<file path="src/rtl/branch_predictor.sv">
// Direct-mapped branch target buffer with 2-bit saturating counters.
// Predicts the next fetch PC combinationally and learns from outcomes resolved in ID.
module branch_predictor #(
  parameter int         ENTRIES  = 16,
  parameter int         IDX_BITS = 4,
  parameter logic [1:0] CTR_INIT = 2'b01
) (
  input  logic        clk,
  input  logic        rst,
  input  logic [31:0] fetch_pc,
  output logic        pred_taken,
  output logic [31:0] pred_target,
  input  logic        upd_valid,
  input  logic [31:0] upd_pc,
  input  logic        upd_is_cond,
  input  logic        upd_taken,
  input  logic [31:0] upd_target,
  input  logic        upd_pred_taken,
  input  logic [31:0] upd_pred_target,
  output logic        mispredict,
  output logic [31:0] redirect_pc,
  output logic [31:0] branch_count,
  output logic [31:0] mispredict_count
);

  localparam int TAG_BITS = 32 - IDX_BITS - 2;

  logic                entry_valid  [ENTRIES];
  logic [TAG_BITS-1:0] entry_tag    [ENTRIES];
  logic [31:0]         entry_target [ENTRIES];
  logic                entry_uncond [ENTRIES];
  logic [1:0]          entry_ctr    [ENTRIES];

  logic [IDX_BITS-1:0] fetch_idx;
  logic [TAG_BITS-1:0] fetch_tag;
  logic                fetch_hit;
  logic [IDX_BITS-1:0] upd_idx;
  logic [TAG_BITS-1:0] upd_tag;
  logic                upd_hit;
  logic                unused_bits;

  assign fetch_idx = fetch_pc[IDX_BITS+1:2];
  assign fetch_tag = fetch_pc[31:IDX_BITS+2];
  assign upd_idx   = upd_pc[IDX_BITS+1:2];
  assign upd_tag   = upd_pc[31:IDX_BITS+2];

  // Instruction addresses are word aligned, so the low two bits carry no information.
  assign unused_bits = ^{fetch_pc[1:0], upd_pc[1:0]};

  assign fetch_hit   = entry_valid[fetch_idx] && (entry_tag[fetch_idx] == fetch_tag);
  assign upd_hit     = entry_valid[upd_idx] && (entry_tag[upd_idx] == upd_tag);

  assign pred_taken  = fetch_hit && (entry_uncond[fetch_idx] || entry_ctr[fetch_idx][1]);
  assign pred_target = pred_taken ? entry_target[fetch_idx] : fetch_pc + 32'd4;

  assign mispredict  = upd_valid && ((upd_taken != upd_pred_taken) ||
                                     (upd_taken && (upd_target != upd_pred_target)));
  assign redirect_pc = upd_taken ? upd_target : upd_pc + 32'd4;

  // Tags and targets are left unreset; a cleared valid bit makes them irrelevant.
  always_ff @(posedge clk) begin
    if (rst) begin
      for (int i = 0; i < ENTRIES; i++) begin
        entry_valid[i] <= 1'b0;
        entry_ctr[i]   <= CTR_INIT;
      end
      branch_count     <= '0;
      mispredict_count <= '0;
    end else if (upd_valid) begin
      branch_count <= branch_count + 32'd1;
      if (mispredict) begin
        mispredict_count <= mispredict_count + 32'd1;
      end
      if (upd_hit) begin
        if (upd_is_cond) begin
          if (upd_taken && entry_ctr[upd_idx] != 2'b11) begin
            entry_ctr[upd_idx] <= entry_ctr[upd_idx] + 2'd1;
          end else if (!upd_taken && entry_ctr[upd_idx] != 2'b00) begin
            entry_ctr[upd_idx] <= entry_ctr[upd_idx] - 2'd1;
          end
        end
        if (upd_taken) begin
          entry_target[upd_idx] <= upd_target;
        end
        entry_uncond[upd_idx] <= !upd_is_cond;
      end else if (upd_taken) begin
        entry_valid[upd_idx]  <= 1'b1;
        entry_tag[upd_idx]    <= upd_tag;
        entry_target[upd_idx] <= upd_target;
        entry_uncond[upd_idx] <= !upd_is_cond;
        entry_ctr[upd_idx]    <= 2'b10;
      end
    end
  end

endmodule

</file>
<file path="config.mk">
export PLATFORM = sky130hd
export DESIGN_NAME = branch_predictor
export DESIGN_NICKNAME = d
export VERILOG_FILES = /design/src/rtl/branch_predictor.sv
export SDC_FILE = /design/constraint.sdc
export NUM_CORES = 2
export LEC_CHECK = 0
export ABC_CLOCK_PERIOD_IN_PS = 4750
export CAP_MARGIN = 20
export CORE_MARGIN = 5
export CORE_UTILIZATION = 48
export CTS_BUF_LIST = sky130_fd_sc_hd__clkbuf_2
export CTS_CLUSTER_DIAMETER = 80
export DETAILED_ROUTE_END_ITERATION = 10
export PLACE_DENSITY = 0.69
export SYNTH_ARGS = -nofsm -noshare
export SYNTH_HDL_FRONTEND = slang
export SYNTH_SLANG_ARGS = --single-unit
export TNS_END_PERCENT = 50
</file>
<file path="constraint.sdc">
create_clock -name clk -period 4.75 [get_ports clk]
set_input_delay 0.95 -clock clk [delete_from_list [all_inputs] [get_ports clk]]
set_output_delay 0.95 -clock clk [all_outputs]
set_load 0.005 [all_outputs]
</file>
==> results.toml <==
[logic_synthesis]
synth_ff_type = "edfxtp_1"
synthCells = 2635
synth_edf_count = 976
yosysWarnings = 0
synth-seq-area-share_pct = 65.6
ys_ff_latch = 1056
syn_avg_cell_area_um2 = 17.9
synth_nets = 2776
synthTopCellsByArea = "edfxtp_1 (62%), mux4_2 (17%), dfxtp_1 (3.4%)"
syn_area_um2 = 47100
synth_top_area_share_pct = 62.2
async_flop_share_pct = 0
post-synth-top-area-cell = "edfxtp_1"
synth.distinct_cells = 62

[grt]
grt_first_pass_wirelength_um = 212000
grtUsageTotal_pct = 28.1
antenna_found_initial = 8
grt_max_degree = 118
gr-total-overflow = 0
grt_pass1_vias = 31500

[floorplanning]
core_area_um2 = 97800
die_w_um = 323
die-area_um2 = 104000
start_util_pct = 48.1
io-pin-count = 264
dieHeight_um = 323
placementRows = 115

[timing]
period_share_pct = 125
slew_headroom_pct = 32.3
hold_violations = 0
fin_crit_ns = 5.93
drv_slew = 0
rsz0062_at_grt = "yes"
max_freq_mhz = 169
finalClockSkew_ns = 0.126
fin_ws_ns = -1.18
finalSetupViolCount = 33
tightestPinTransition_ns = 1.02

[setup_path]
crit_fanout = 3
r2r_setup_slack_ns = 0.77
cp-end-kind = "primary output"
endpoint = "pred_target[13]"
reg2reg_depth = 11
crit_type = "register to primary output"
cp.required_ns = 3.80
worst_setup_path_start_kind = "register"
regToRegEndpoint = "entry_tag[4][24]"
crit_start = "entry_tag[15][22]"
r2r-start = "entry_tag[3][9]"
worstPathArrival_ns = 4.98

[placed_design]
hpwl_um = 100000
dpl.cell_count = 4412
place_area_um2 = 54600
gp_congestion = 0.950
preCtsSetupSlack_ns = -1.38
io_buffers = 263

[run_status]
status = "finished with violations"
violations = "setup timing"

[routing]
ant_nets = 0
drtIter0Drc = 3988
routed_wl_um = 148000
via_per_inst = 6.17
drc = 0
via_count = 30300
wl_per_cell_um = 30.1
firstDrtPassIters = 5

[pwr]
p_leak_nw = 19.7
p_per_area_nw_per_um2 = 314
peakVddDrop_mv = 0.227
finalPower_mw = 18.1

[flow_run]
maxCapViolCount = 0

[layout]
final_cells = 4915
stdcell_area_um2 = 57600
fin_nets = 3584
area_growth_pct = 22.3
layout-drive-gt1-share_pct = 36.8
nFillCells = 7371
final_core_util_pct = 58.9

[clocking]
clk_pin_slew_worst_paths_ns = 0.10
clockBufferDepth = 4
cts_tree = "yes"
htreeDepth = 5
cts.sinks = 1056
numCtsBuffers = 284
clk_latency_ns = 1.50
ctsRootBufferMaster = "clkbuf_2"

[hold_path]
hold_class = "input port to register"
-- what timing repair did --
| item | in CTS | in global routing |
|---|---|---|
| resized for setup | 211 | 27 |
| hold endpoints to repair | 1 | 0 |
| hold buffers | 1 | 0 |
| pin swaps | 5 | 5 |
| setup buffers | 20 | 7 |
| cloned | 4 | 0 |
| endpoints found under the setup margin | 46 | 47 |
-- placed cells by master, fill, tap and decap left out, types with 7 or more instances in the layout --
cell,Yosys,final
edfxtp_1,976,976
clkbuf_2,0,393
mux4_2,363,363
buf_4,5,334
clkdlybuf4s50_1,0,218
xor2_1,117,116
mux2i_1,103,103
nand2_1,99,98
nor2_1,130,96
xnor2_1,86,82
dfxtp_1,80,80
buf_12,1,71
clkinv_1,1,63
nand3_1,54,50
o21ai_0,52,47
buf_6,11,42
nand4_1,41,41
nor2_4,0,33
inv_1,31,31
mux2_4,0,30
a211oi_1,28,27
and3_1,27,26
a21oi_1,24,23
nor2b_1,21,21
o22ai_1,21,21
a22oi_1,20,20
nor4_1,22,18
a31o_1,16,16
o211ai_1,10,10
a22o_1,10,10
diode_2,0,9
mux2_2,38,9
and2_1,9,8
and4_1,8,8
a221oi_1,8,8
or3_1,8,8
nor3_1,7,7
nand2b_1,7,7
ha_1,7,7
-- final cells by class --
class	instances	area [um2]	share of cell area [%]
clock buffer	387	1940	3.36
timing repair buffer	689	6890	12.0
clock inverter	75	372	0.645
sequential	1056	30900	53.6
tap	1287	1610	2.79
multi-input combinational	1379	15800	27.3
inverter	33	124	0.215
antenna	9	22.5	0.0391
-- where the power goes --
part / total (mW) / internal (mW) / switching (mW)
registers: 10.2 / 10.2 / 0.0315
clock network: 5.99 / 2.34 / 3.65
logic: 1.89 / 0.876 / 1.02
total: 18.1 / 13.4 / 4.70
-- state kept, by name, indices dropped and copies added, names as in the netlist --
name and cells:
branch_count 32, entry_ctr 32, entry_tag 416, entry_target 512
entry_uncond 16, entry_valid 16, mispredict_count 32
-- Yosys cell counts (11+ instances only) --
master	instances
a211oi_1	28
a21oi_1	24
a22oi_1	20
a31o_1	16
and3_1	27
buf_1	26
buf_2	36
buf_6	11
clkbuf_1	86
dfxtp_1	80
edfxtp_1	976
inv_1	31
mux2_2	38
mux2i_1	103
mux4_2	363
nand2_1	99
nand3_1	54
nand4_1	41
nor2_1	130
nor2b_1	21
nor4_1	22
o21ai_0	52
o22ai_1	21
xnor2_1	86
xor2_1	117
-- worst min-delay path by stage --
| stage | from | to | cells past startpoint |
|---|---|---|---|
| final | upd_pc[10] | entry_tag[11][4] | 2 |
| after global routing | upd_pc[10] | entry_tag[8][4] | 2 |
| after CTS | upd_target[0] | entry_target[2][0] | 2 |
| after detailed placement | entry_valid[10] | entry_valid[10] | 2 |
| after global placement | entry_valid[6] | entry_valid[6] | 2 |
| after floorplan | entry_valid[10] | entry_valid[10] | 2 |
-- per-layer routing --
| layer | track usage [%] | routed length (um) | part of all wire [%] | vias to the layer above |
|---|---|---|---|---|
| li1 | - | - | - | 12500 |
| met1 | 36.5 | 53600 | 36 | 15500 |
| met2 | 45.4 | 70900 | 48 | 2017 |
| met3 | 7.80 | 17200 | 12 | 314 |
| met4 | 11.3 | 6100 | 4.1 | 8 |
| met5 | 0 | 51 | 0.034 | - |
-- kinds of logic after synthesis --
| kind of cell | synth area share [%] |
|---|---|
| flops | 65.6 |
| compound gates | 3.03 |
| mux | 20.7 |
| simple gates | 4.73 |
| buf+inv | 1.99 |
| xor+xnor | 3.77 |
| fa+ha+maj | 0.186 |
-- metrics by stage --
step | hold slack, ns | TNS (ns)
floorplan | 0.459 | -129.55
global placement | 0.470 | -78.85
detailed placement | 0.484 | -89.06
CTS | 0.0607 | -45.52
global route | -0.00181 | -43.00
finish | 0.117 | -36.53
-- critical path: stages (launching register included) --
cell	delay, ns
edfxtp_1	0.41
mux4_2	0.47
mux4_2	0.51
xnor2_2	0.23
nand4_1	0.22
nor4_4	0.25
buf_4	0.18
nand3_4	0.07
nor4_4	0.16
buf_6	0.15
buf_12	0.14
buf_16	0.14
buf_12	0.14
mux2_4	0.32
buf_6	0.12
No activity file was read; power rests on OpenSTA's default activity.
